==> src/rtl/gpu_net_pkg.sv <==
// Shared flit format and arbiter state definitions for the GPU network interface.
package gpu_net_pkg;

    localparam int unsigned DEST_W    = 6;
    localparam int unsigned PAYLOAD_W = 10;
    localparam int unsigned FLIT_W    = 16;
    localparam int unsigned IDX_W     = 3;

    typedef enum logic [1:0] {
        ST_ARB   = 2'd0,
        ST_SEND  = 2'd1,
        ST_LOCAL = 2'd2
    } arb_state_t;

    function automatic logic [DEST_W-1:0] flit_dest(input logic [FLIT_W-1:0] flit);
        return flit[FLIT_W-1 -: DEST_W];
    endfunction

    function automatic logic [PAYLOAD_W-1:0] flit_payload(input logic [FLIT_W-1:0] flit);
        return flit[PAYLOAD_W-1:0];
    endfunction

endpackage

==> src/rtl/gpu_net_tx_arbiter_rr_pick.sv <==
// Combinational round-robin picker: first asserted request at or after ptr, wrapping at N.
module rr_pick
    import gpu_net_pkg::*;
#(
    parameter int unsigned N = 4
) (
    input  logic [N-1:0]     req,
    input  logic [IDX_W-1:0] ptr,
    output logic [N-1:0]     grant,
    output logic [IDX_W-1:0] idx,
    output logic             found
);

    int unsigned k;

    always_comb begin
        grant = '0;
        idx   = '0;
        found = 1'b0;
        k     = 0;
        for (int unsigned off = 0; off < N; off++) begin
            k = (32'(ptr) + off) % N;
            if (!found && req[k]) begin
                found    = 1'b1;
                grant[k] = 1'b1;
                idx      = IDX_W'(k);
            end
        end
    end

endmodule

==> src/rtl/gpu_net_tx_arbiter.sv <==
// Round-robin transmit arbiter for the GPU network port, with local loopback,
// stall timeout and debug transfer counters.
module gpu_net_tx_arbiter
    import gpu_net_pkg::*;
#(
    parameter int unsigned GPU_ID  = 5,
    parameter int unsigned N_REQ   = 4,
    parameter int unsigned TIMEOUT = 1023
) (
    input  logic                      ACLK,
    input  logic                      ARESET,
    input  logic [N_REQ-1:0]          req_valid,
    input  logic [FLIT_W*N_REQ-1:0]   req_data,
    output logic [N_REQ-1:0]          req_ready,
    output logic [FLIT_W-1:0]         net_data_out,
    output logic                      net_valid_out,
    input  logic                      net_ready_in,
    output logic [PAYLOAD_W-1:0]      local_data_out,
    output logic                      local_valid_out,
    output logic [IDX_W-1:0]          grant_id,
    output logic                      busy,
    output logic                      err_timeout,
    output logic [15:0]               sent_count,
    output logic [15:0]               drop_count
);

    arb_state_t         state;
    logic [IDX_W-1:0]   rr_ptr;
    logic [15:0]        wait_cnt;
    logic [N_REQ-1:0]   pick_grant;
    logic [IDX_W-1:0]   pick_idx;
    logic               pick_found;
    logic [FLIT_W-1:0]  pick_flit;
    logic [IDX_W:0]     ptr_inc;

    rr_pick #(.N(N_REQ)) u_pick (
        .req   (req_valid),
        .ptr   (rr_ptr),
        .grant (pick_grant),
        .idx   (pick_idx),
        .found (pick_found)
    );

    always_comb begin
        pick_flit = '0;
        for (int unsigned i = 0; i < N_REQ; i++) begin
            if (32'(pick_idx) == i) begin
                pick_flit = req_data[i*FLIT_W +: FLIT_W];
            end
        end
    end

    assign ptr_inc   = {1'b0, pick_idx} + (IDX_W+1)'(1);
    assign req_ready = (state == ST_ARB) ? pick_grant : '0;

    // net_data_out and local_data_out are separate registers so the network
    // word keeps its last value across loopback grants.
    always_ff @(posedge ACLK or posedge ARESET) begin
        if (ARESET) begin
            state           <= ST_ARB;
            rr_ptr          <= '0;
            wait_cnt        <= '0;
            net_data_out    <= '0;
            net_valid_out   <= 1'b0;
            local_data_out  <= '0;
            local_valid_out <= 1'b0;
            grant_id        <= '0;
            busy            <= 1'b0;
            err_timeout     <= 1'b0;
            sent_count      <= '0;
            drop_count      <= '0;
        end else begin
            local_valid_out <= 1'b0;
            case (state)
                ST_ARB: begin
                    if (pick_found) begin
                        grant_id <= pick_idx;
                        rr_ptr   <= (ptr_inc == (IDX_W+1)'(N_REQ)) ? '0 : ptr_inc[IDX_W-1:0];
                        wait_cnt <= '0;
                        busy     <= 1'b1;
                        if (flit_dest(pick_flit) == DEST_W'(GPU_ID)) begin
                            state           <= ST_LOCAL;
                            local_valid_out <= 1'b1;
                            local_data_out  <= flit_payload(pick_flit);
                        end else begin
                            state         <= ST_SEND;
                            net_valid_out <= 1'b1;
                            net_data_out  <= pick_flit;
                        end
                    end
                end
                ST_SEND: begin
                    if (net_ready_in) begin
                        sent_count    <= sent_count + 16'd1;
                        net_valid_out <= 1'b0;
                        busy          <= 1'b0;
                        state         <= ST_ARB;
                    end else if (wait_cnt == 16'(TIMEOUT)) begin
                        drop_count    <= drop_count + 16'd1;
                        err_timeout   <= 1'b1;
                        net_valid_out <= 1'b0;
                        busy          <= 1'b0;
                        state         <= ST_ARB;
                    end else begin
                        wait_cnt <= wait_cnt + 16'd1;
                    end
                end
                ST_LOCAL: begin
                    busy  <= 1'b0;
                    state <= ST_ARB;
                end
                default: begin
                    busy  <= 1'b0;
                    state <= ST_ARB;
                end
            endcase
        end
    end

endmodule
==> config.mk <==
export PLATFORM = sky130hd
export DESIGN_NAME = gpu_net_tx_arbiter
export DESIGN_NICKNAME = d
export VERILOG_FILES = /design/src/rtl/gpu_net_pkg.sv /design/src/rtl/gpu_net_tx_arbiter_rr_pick.sv /design/src/rtl/gpu_net_tx_arbiter.sv
export SDC_FILE = /design/constraint.sdc
export NUM_CORES = 1
export LEC_CHECK = 0
export ABC_AREA = 1
export BUFFER_PORTS_ARGS = -buffer_cell sky130_fd_sc_hd__buf_2
export CAP_MARGIN = 20
export CELL_PAD_IN_SITES_DETAIL_PLACEMENT = 0
export CELL_PAD_IN_SITES_GLOBAL_PLACEMENT = 1
export CORE_MARGIN = 2
export CORE_UTILIZATION = 30
export DETAILED_ROUTE_END_ITERATION = 6
export GPL_TIMING_DRIVEN = 0
export PLACE_DENSITY_LB_ADDON = 0.05
export SLEW_MARGIN = 20
export SYNTH_ARGS = -nofsm -noshare
export SYNTH_HDL_FRONTEND = slang
export SYNTH_SLANG_ARGS = --single-unit
==> constraint.sdc <==
create_clock -name ACLK -period 3.74 [get_ports ACLK]
set_input_delay 0.374 -clock ACLK [delete_from_list [all_inputs] [get_ports ACLK]]
set_output_delay 0.374 -clock ACLK [all_outputs]
set_load 0.005 [all_outputs]
==> results.yml, run 1 <==
outcome:
  outcome: "completed"
grt:
  globalRouteOverflowTotal: 0
  track_usage: 0.161
  grt_antenna_before_repair: 0
  grt_max_degree: 55
  grt_pass1_wl_mm: 23.3
  grt_pass1_vias: 4675
critical_path:
  crit_end: "local_data_out[9]$_DFFE_PP0P_"
  ff2ff_setup_slack_ns: 0.31
  crit_path_start: "rr_ptr[1]$_DFFE_PP0P_"
  end_kind: "register"
  cp_max_fo: 10
  cp_data_arrival_time_ns: 3.71
  critical_path_class: "register to register"
  r2r-start: "rr_ptr[1]$_DFFE_PP0P_"
  r2r_end: "local_data_out[9]$_DFFE_PP0P_"
  r2r_cells: 26
  worst_ep_required_time_ns: 4.02
  start_kind: "register"
timing:
  skew_ns: 0.00888
  period_needed_ns: 3.43
  hold_viol: 0
  finalSetupViolCount: 0
  rsz0062_at_grt: "false"
  fin_hold_ws_ns: 0.0380
  slew_viol_final: 0
  clock.fmax_mhz: 291
  finalSetupTns_ns: 0
  slew_headroom: 0.607
  max_slew.worst_pin.slew_ns: 0.587
  period_share: 0.918
route:
  post-route-drc-count: 0
  wl_mm: 13.8
  vias: 4660
  post_drt_wl_per_cell_um: 13.1
  via_per_inst: 4.43
  drtIter0Drc: 238
  met1Wirelength_mm: 6.57
  drt-pass1-iter-count: 4
  drtAntennaViolNets: 0
  top_layer: "met4"
  routed-wl-met3_um: 849
  wl_met2_mm: 6.20
cells_and_area:
  final.fill_count: 1776
  stdcell_count: 1051
  diodes: 0
  fin_nets: 912
  drive_gt1_frac: 0.255
  areaGrowthSynthToFinish_pct: 27.0
  post-route-cell-area_um2: 6410
logic_synthesis:
  synthCells: 672
  synth_nets: 758
  synthTopCellsByCount: "nand2_1, dfrtp_1, nor2_1, inv_1, nand3_1"
  synthDistinctLibCells: 34
  yosys.area.top_type_share: 0.416
  yosysSeqAreaShare: 0.416
  synth_area_um2: 5050
  synth_async_sr_flop_share: 1.00
  syn_avg_cell_area_um2: 7.51
  ys.warnings.count: 0
  yosysMostFrequentCell: "nand2_1"
  ys_ff_latch: 84
  yosysTopAreaCell: "dfrtp_1"
  synth-main-ff-cell: "dfrtp_1"
  synthTopCellsByArea: "dfrtp_1, nand2_1, nand3_1"
  synth-edff-count: 0
cts:
  cts_sinks: 84
  cts_htree_levels: 3
  cts_tree: "built"
  cts_made_buffers: 9
  insertion_delay_ns: 0.34
  clock_path_buffers: 2
  cts_root_buf: "clkbuf_16"
  cts.reportedPaths.clkPinSlew_ns: 0.07
  holdBufCountCts: 0
power:
  internal_power_w: 0.00284
  seq_power_share: 0.232
  leakagePower_nw: 3.40
  clkPwrFrac: 0.155
  swShare: 0.491
  vdd.ir_drop.worst_uv: 555
  power_frac_comb: 0.613
  power.density_nw_per_um2: 870
  switching_power_w: 0.00274
placement:
  place.gp.congestion: 0.795
  dp.cells: 1031
  dpl.hpwl_mm: 10.6
  place_area_um2: 6050
  io_buffer_count: 138
die:
  die_y_um: 134
  die_area_um2: 17900
  ios: 140
  die_x_um: 134
  initial_core_util: 0.306
  core_area_um2: 16500
  placementRows: 47
flow_run:
  maxCapViolCount: 0
hold_path:
  holdCritPathClass: "primary input to async pin"
-- layer usage --
layer / global-route usage / vias up
met2: 0.256 / 113
met3: 0.0422 / 13
met1: 0.215 / 2078
met5: 0 / -
li1: - / 2456
met4: 0.0461 / 0
-- repair_timing --
action / in CTS / in global routing
endpoints found under the setup margin: 30 / 30
gates cloned: 0 / 0
resized for setup: 5 / 11
hold endpoints to repair: 0 / 0
setup buffers: 2 / 2
pin swaps: 0 / 1
-- power groups by stage --
stage                     Combinational (W)  Clock (W)  Sequential [W]
after global placement              0.00331          0         0.00132
after global routing                0.00395   0.000935         0.00132
after detailed placement            0.00334          0         0.00132
after floorplan                     0.00237          0         0.00131
final                               0.00342   0.000864         0.00129
after CTS                           0.00341   0.000896         0.00129
-- layout by cell type, fill, tap and decap left out, types with 2 or more instances in the layout --
| cell | count |
|---|---|
| nand2_1 | 237 |
| buf_2 | 143 |
| dfrtp_1 | 82 |
| nor2_1 | 54 |
| inv_1 | 45 |
| nand3_1 | 44 |
| o21ai_0 | 27 |
| xor2_1 | 23 |
| a21oi_1 | 18 |
| xnor2_1 | 15 |
| nand4_1 | 15 |
| ha_1 | 14 |
| nor3_1 | 13 |
| nand3_2 | 12 |
| o21ai_1 | 9 |
| clkbuf_16 | 9 |
| clkbuf_1 | 7 |
| buf_4 | 7 |
| buf_6 | 5 |
| inv_2 | 4 |
| a22oi_1 | 4 |
| inv_4 | 4 |
| nand2_4 | 4 |
| nor2_4 | 4 |
| nor4_1 | 3 |
| or2_2 | 3 |
| clkinvlp_4 | 3 |
| a21oi_2 | 2 |
| nand3b_1 | 2 |
| nand2_2 | 2 |
| nor3b_1 | 2 |
| clkbuf_8 | 2 |
| dfrtp_2 | 2 |
-- worst max-delay path: stages, from the launching register on --
cell,delay (ns)
dfrtp_2,0.41
inv_4,0.07
ha_4,0.28
inv_1,0.07
nand3_1,0.12
nand2_1,0.10
nor2_4,0.14
nand2_1,0.10
inv_2,0.11
nand2_1,0.05
nand3_1,0.11
inv_1,0.10
ha_1,0.22
buf_6,0.14
nor2_4,0.15
nand2_1,0.06
nand2_1,0.06
nand2_1,0.05
nand2_1,0.12
nand2_1,0.08
nor2_2,0.13
nand2_1,0.12
buf_6,0.17
nor2_4,0.11
buf_6,0.15
nand2_1,0.06
nand2_1,0.09
-- per-stage QoR --
step	power [W]	worst slack, ns	util
6_report	0.00558	0.305	0.388
5_1_grt	0.00621	0.00947	0.388
4_1_cts	0.00560	0.0372	0.385
3_5_place_dp	0.00466	-0.315	0.366
3_3_place_gp	0.00463	-0.278	0.364
2_1_floorplan	0.00368	0.467	-
-- area by class of cell --
cell class,count,area (um2),share of cell area
plain buffers,21,135,0.0211
flip-flops and latches,84,2100,0.328
multi-input cells,514,2650,0.413
well taps,220,275,0.0429
clock inverters,5,36.3,0.00566
inverters,53,209,0.0326
clock buffers,11,253,0.0394
repair buffers,143,748,0.117
-- sequential cells by signal, summed over array words and instances, names as in the netlist --
| name | cells |
|---|---|
| rr_ptr | 2 |
| state | 2 |
| drop_count | 16 |
| err_timeout | 1 |
| sent_count | 16 |
| local_valid_out | 1 |
| grant_id | 2 |
| net_data_out | 16 |
| wait_cnt | 16 |
| local_data_out | 10 |
| busy | 1 |
| net_valid_out | 1 |
-- worst min-delay path by stage --
stage                                   start                   endpoint
finish                                 ARESET    err_timeout$_DFFE_PP0P_
global route                           ARESET  drop_count[3]$_DFFE_PP0P_
CTS                                    ARESET    err_timeout$_DFFE_PP0P_
detailed placement                     ARESET    err_timeout$_DFFE_PP0P_
global placement      err_timeout$_DFFE_PP0P_    err_timeout$_DFFE_PP0P_
floorplan           net_valid_out$_DFFE_PP0P_  net_valid_out$_DFFE_PP0P_
-- cells by family (layout without fill, tap and decap cells) --
kind of cell / Yosys count / in the layout / synth area share
buf+inv: 74 / 233 / 0.0644
xor+xnor: 38 / 38 / 0.0659
compound gates: 62 / 62 / 0.0644
simple gates: 398 / 398 / 0.351
flops: 84 / 84 / 0.416
other cells: 1 / 1 / 0.000743
fa+ha+maj: 15 / 15 / 0.0372
No activity file was read; power rests on OpenSTA's default activity.
==> inputs of run 2 (changes only) <==
- BUFFER_PORTS_ARGS: -buffer_cell sky130_fd_sc_hd__buf_2 -> not set
- DONT_BUFFER_PORTS: not set -> 1
==> run 2 against run 1 <==
Net effect: design area decreased by 9.5%; sequential cell count did not move; worst hold slack better by 0.20 ns; first-iteration DRC count is 13% higher; non-clock buffer count decreased by 138; die area unchanged; clock power is 24% higher; combinational power decreased by 5%; sequential share of layout area increased by 3.4 points; register-to-register slack better by 0.04 ns; critical path depth fell by 1; count of clock-buffer cells in the layout is 2 lower; largest power group unchanged.
==> results.yml, run 2 (same netlist as run 1, synthesis figures left out) <==
power:
  leakagePower_nw: 2.83
  swShare: 0.491
  internal_power_w: 0.00289
  clkPwrFrac: 0.188
  seq_power_share: 0.241
  power_w: 0.00567
  power.density_nw_per_um2: 976
  vdd.ir_drop.worst_uv: 1030
  switching_power_w: 0.00278
  power_frac_comb: 0.571
cts:
  cts_htree_levels: 3
  cts.reportedPaths.clkPinSlew_ns: 0.07
  cts_tree: "built"
  cts_sinks: 84
  insertion_delay_ns: 0.35
  clock_path_buffers: 2
  cts_root_buf: "clkbuf_16"
  cts_made_buffers: 9
timing:
  skew_ns: 0.00989
  period_share: 0.908
  slew_headroom: 0.580
  fin_hold_ws_ns: 0.234
  rsz0062_at_grt: "false"
  period_needed_ns: 3.40
  clock.fmax_mhz: 294
  max_slew.worst_pin.slew_ns: 0.628
  slew_viol_final: 0
  hold_viol: 0
  finalSetupViolCount: 0
critical_path:
  cpMostUsedCell: "nand2_1"
  cp_max_fo: 10
  cp_slowest_cell: "dfrtp_2"
  end_kind: "register"
  start_kind: "register"
  worst_ep_required_time_ns: 4.02
  cp_data_arrival_time_ns: 3.68
  critical_path_class: "register to register"
  max_stage_delay_ns: 0.43
grt:
  grt_pass1_wl_mm: 23.1
  grt_antenna_before_repair: 0
  globalRouteOverflowTotal: 0
  grt_pass1_vias: 4459
  track_usage: 0.161
  grt_max_degree: 53
route:
  drt-pass1-iter-count: 4
  vias: 4317
  post-route-drc-count: 0
  wl_mm: 13.8
  drtAntennaViolNets: 0
  drtIter0Drc: 270
  post_drt_wl_per_cell_um: 15.1
  via_per_inst: 4.73
cells_and_area:
  diodes: 0
  areaGrowthSynthToFinish_pct: 14.9
  seq_area_um2: 2100
  multi_input_area_um2: 2670
  post-route-cell-area_um2: 5800
  final.fill_count: 1780
  fin_nets: 774
  layout_common_cells: "nand2_1, dfrtp_1, nor2_1"
  drive_gt1_frac: 0.117
  layout_commonest_cell: "nand2_1"
  stdcell_count: 913
die:
  placementRows: 47
  die_y_um: 134
  die_x_um: 134
  initial_core_util: 0.306
  ios: 140
  die_area_um2: 17900
  core_area_um2: 16500
outcome:
  outcome: "completed"
placement:
  dp.cells: 893
  place.gp.congestion: 0.798
  io_buffer_count: 0
  dpl.hpwl_mm: 10.5
  place_area_um2: 5360
flow_run:
  maxCapViolCount: 0
hold_path:
  holdCritPathClass: "primary input to register"
run 2: cell count changes in the layout (fill, tap and decap cells not counted), moves of 3 or more:
cell	delta
buf_2	-138
bufinv_16	+3
clkinvlp_4	-3
nor2_2	+3
run 2: metal layers:
metal	wire (um)	up-vias	GRT usage
met5	0	-	0
met4	193	0	0.0544
met1	6390	1998	0.216
met2	6310	123	0.257
li1	-	2185	-
met3	905	11	0.0373
run 2: path summary, 6_finish.rpt:
path	from	endpoint	slack [ns]	cells past startpoint
max	rr_ptr[0]$_DFFE_PP0P_	local_data_out[1]$_DFFE_PP0P_	0.34	25
min in group asynchronous	ARESET	err_timeout$_DFFE_PP0P_	0.53	2
min reg2reg	local_data_out[4]$_DFFE_PP0P_	local_data_out[4]$_DFFE_PP0P_	0.50	2
max reg2reg	rr_ptr[0]$_DFFE_PP0P_	local_data_out[1]$_DFFE_PP0P_	0.34	25
min	net_ready_in	drop_count[12]$_DFFE_PP0P_	0.23	3
max in group asynchronous	ARESET	rr_ptr[0]$_DFFE_PP0P_	2.57	3
run 2: area by class of cell:
type | instances | share of cell area
inverters | 53 | 0.0360
flip-flops and latches | 84 | 0.363
plain buffers | 21 | 0.0226
multi-input cells | 514 | 0.460
repair buffers | 5 | 0.0103
well taps | 220 | 0.0474
clock buffers | 9 | 0.0388
clock inverters | 7 | 0.0224
run 2: repair_timing:
item / in CTS / in global routing
endpoints found under the setup margin: 30 / 30
hold buffers: 1 / 0
setup buffers: 2 / 1
pin swaps: 0 / 2
endpoints found under the hold margin: 32 / 0
resized for setup: 5 / 18
run 2: worst max-delay path, delay by kind of cell, from the launching register on:
kind / cells / cell delay, ns
simple gates: 17 / 1.70
buf+inv: 6 / 0.78
fa+ha+maj: 2 / 0.42
flops: 1 / 0.43
run 2: power by group through the flow:
stage | Sequential [W] | Combinational, W | Clock [W]
after CTS | 0.00137 | 0.00317 | 0.00110
final | 0.00136 | 0.00324 | 0.00107
after global routing | 0.00139 | 0.00377 | 0.00114
after detailed placement | 0.00140 | 0.00309 | 0
after global placement | 0.00140 | 0.00305 | 0
after floorplan | 0.00131 | 0.00237 | 0
run 2: per-stage QoR:
step / setup slack, ns / TNS [ns] / util
3_3_place_gp: -0.347 / -6.76 / 0.322
4_1_cts: 0.00541 / 0 / 0.348
5_1_grt: 0.00890 / 0 / 0.351
3_5_place_dp: -0.349 / -7.17 / 0.324
6_report: 0.344 / 0 / 0.351
2_1_floorplan: 0.467 / 0 / -
==> inputs of run 3 (changes only) <==
- CORE_UTILIZATION: 30 -> 46
- clock period: 3.74 -> 3.3 ns (I/O delays scaled with it)
==> run 3 against run 2 <==
Net effect: clock skew is 0.0079 ns higher; power is 7.1% higher; global-route usage is 4.9 points higher; setup slack worse by 0.14 ns; sequential share of layout area is 0.88 points higher; clock power is 36% lower; worst hold slack worse by 0.050 ns.
==> results.yml, run 3 (same netlist as run 1, synthesis figures left out) <==
outcome:
  outcome: "completed"
cts:
  cts.reportedPaths.clkPinSlew_ns: 0.10
  cts_made_buffers: 9
  cts_sinks: 84
  clock_path_buffers: 2
  insertion_delay_ns: 0.36
  cts_htree_levels: 3
  cts_root_buf: "clkbuf_8"
  cts_tree: "built"
power:
  leakagePower_nw: 2.79
  seq_power_share: 0.254
  internal_power_w: 0.00298
  power_frac_comb: 0.632
  switching_power_w: 0.00308
  swShare: 0.508
  clkPwrFrac: 0.114
  power.density_nw_per_um2: 1070
  vdd.ir_drop.worst_uv: 924
  power_w: 0.00606
die:
  die_area_um2: 11800
  placementRows: 38
  core_area_um2: 10800
  die_x_um: 109
  die_y_um: 109
  initial_core_util: 0.468
  ios: 140
hold_path:
  holdCritPathClass: "primary input to register"
  holdCritStartpoint: "net_ready_in"
  min_path_cells: 3
  min_to: "drop_count[12]$_DFFE_PP0P_"
timing:
  finalSetupViolCount: 0
  max_slew.worst_pin.slew_ns: 0.598
  hold_viol: 0
  skew_ns: 0.0178
  slew_headroom: 0.600
  clock.fmax_mhz: 324
  finalSetupTns_ns: 0
  period_share: 0.937
  fin_ws_ns: 0.209
  slew_viol_final: 0
  period_needed_ns: 3.09
route:
  post-route-drc-count: 0
  post_drt_wl_per_cell_um: 14.4
  drtAntennaViolNets: 0
  drtIter0Drc: 210
  wl_mm: 12.2
  drt-pass1-iter-count: 5
  vias: 4312
  via_per_inst: 5.11
placement:
  pre_cts_ws_ns: -0.651
  dpl.hpwl_mm: 9.12
  place.gp.congestion: 0.804
  io_buffer_count: 0
  dp.cells: 813
grt:
  globalRouteOverflowTotal: 0
  grt_max_degree: 48
  grt_pass1_vias: 4040
  grt_pass1_wl_mm: 19.7
  grt_antenna_before_repair: 0
  track_usage: 0.210
critical_path:
  end_kind: "register"
  ff2ff_setup_slack_ns: 0.21
  r2r_cells: 24
  r2r-start: "rr_ptr[1]$_DFFE_PP0P_"
  start_kind: "register"
  critical_path_class: "register to register"
  cp_max_fo: 7
  r2r_end: "local_data_out[4]$_DFFE_PP0P_"
  cp_data_arrival_time_ns: 3.40
  worst_ep_required_time_ns: 3.61
cells_and_area:
  diodes: 0
  stdcell_count: 844
  layout_common_cells: "nand2_1, dfrtp_1, nor2_1"
  final_core_util: 0.525
  layout_commonest_cell: "nand2_1"
  drive_gt1_frac: 0.145
  areaGrowthSynthToFinish_pct: 12.2
  fin_nets: 785
flow_run:
  maxCapViolCount: 0
-- run 3: cell types whose count changed in the layout (fill, tap and decap cells not counted), moves of 3 or more --
| cell | change |
|---|---|
| nand2_1 | -3 |
| clkbuf_8 | +10 |
| clkbuf_16 | -9 |
| inv_1 | -4 |
| buf_4 | +7 |
| clkinvlp_4 | +4 |
| nand2_2 | +4 |
| inv_2 | +3 |
| bufinv_16 | -3 |
-- run 3: repair_timing --
action,4_1_cts,5_1_grt
resized for setup,20,24
pin swaps,3,11
setup endpoints to repair,30,30
hold endpoints to repair,46,0
hold buffers,1,0
buffers inserted,3,9
cloned,1,2
-- run 3: worst max-delay path by stage --
stage                                      from                       endpoint  slack, ns  cells after the start
after floorplan           rr_ptr[0]$_DFFE_PP0P_  local_data_out[4]$_DFFE_PP0P_       0.03                     25
after global placement    rr_ptr[0]$_DFFE_PP0P_  local_data_out[4]$_DFFE_PP0P_      -0.63                     25
after detailed placement  rr_ptr[0]$_DFFE_PP0P_  local_data_out[4]$_DFFE_PP0P_      -0.65                     26
after CTS                 rr_ptr[1]$_DFFE_PP0P_  local_data_out[0]$_DFFE_PP0P_       0.01                     26
after global routing      rr_ptr[0]$_DFFE_PP0P_  local_data_out[0]$_DFFE_PP0P_      -0.03                     28
final                     rr_ptr[1]$_DFFE_PP0P_  local_data_out[4]$_DFFE_PP0P_       0.21                     24
-- run 3: area by class of cell --
cell class                      instances  area [um2]
Inverter                               53         214
Buffer                                 20         139
Tap cell                              140         175
Timing Repair Buffer                   16         136
Multi-Input combinational cell        515        2710
Fill cell                            1024        5130
Sequential cell                        84        2100
Clock buffer                           10         138
Clock inverter                          6        47.5
-- run 3: per-layer routing --
layer	up-vias	wire (um)	GRT usage	share of wire
li1	2201	-	-	-
met1	1966	5360	0.269	0.44
met2	137	5930	0.351	0.49
met3	8	805	0.0598	0.066
met4	0	87	0.0513	0.0071
met5	-	0	0	0
-- run 3: worst max-delay path, cell delays in order (launching register included) --
cell and delay (ns):
dfrtp_2 0.45, inv_4 0.11, ha_4 0.22, inv_2 0.09
nand2_1 0.06, nand2_1 0.16, inv_2 0.10, nand4_1 0.11
nand3_2 0.11, inv_2 0.10, ha_2 0.20, inv_1 0.07
nor2_4 0.15, nand2_1 0.06, nand2_1 0.07, nand2_1 0.06
nand2_2 0.08, nand2_1 0.07, nor2_2 0.12, nand2_2 0.10
buf_8 0.15, nor2_4 0.12, buf_6 0.14, nand2_1 0.05
nand2_1 0.08
-- run 3: power groups by stage --
stage / clock (W) / combinational [W] / sequential [W]
floorplan: 0 / 0.00269 / 0.00148
global placement: 0 / 0.00334 / 0.00158
CTS: 0.000707 / 0.00358 / 0.00155
global route: 0.000751 / 0.00435 / 0.00157
finish: 0.000690 / 0.00383 / 0.00154
detailed placement: 0 / 0.00339 / 0.00159
-- run 3: through the flow --
| step | hold slack, ns | cell area, um2 |
|---|---|---|
| CTS | 0.172 | 5530 |
| global route | 0.207 | 5670 |
| floorplan | 0.464 | 5050 |
| finish | 0.183 | 5670 |
| global placement | 0.488 | 5230 |
| detailed placement | 0.319 | 5250 |
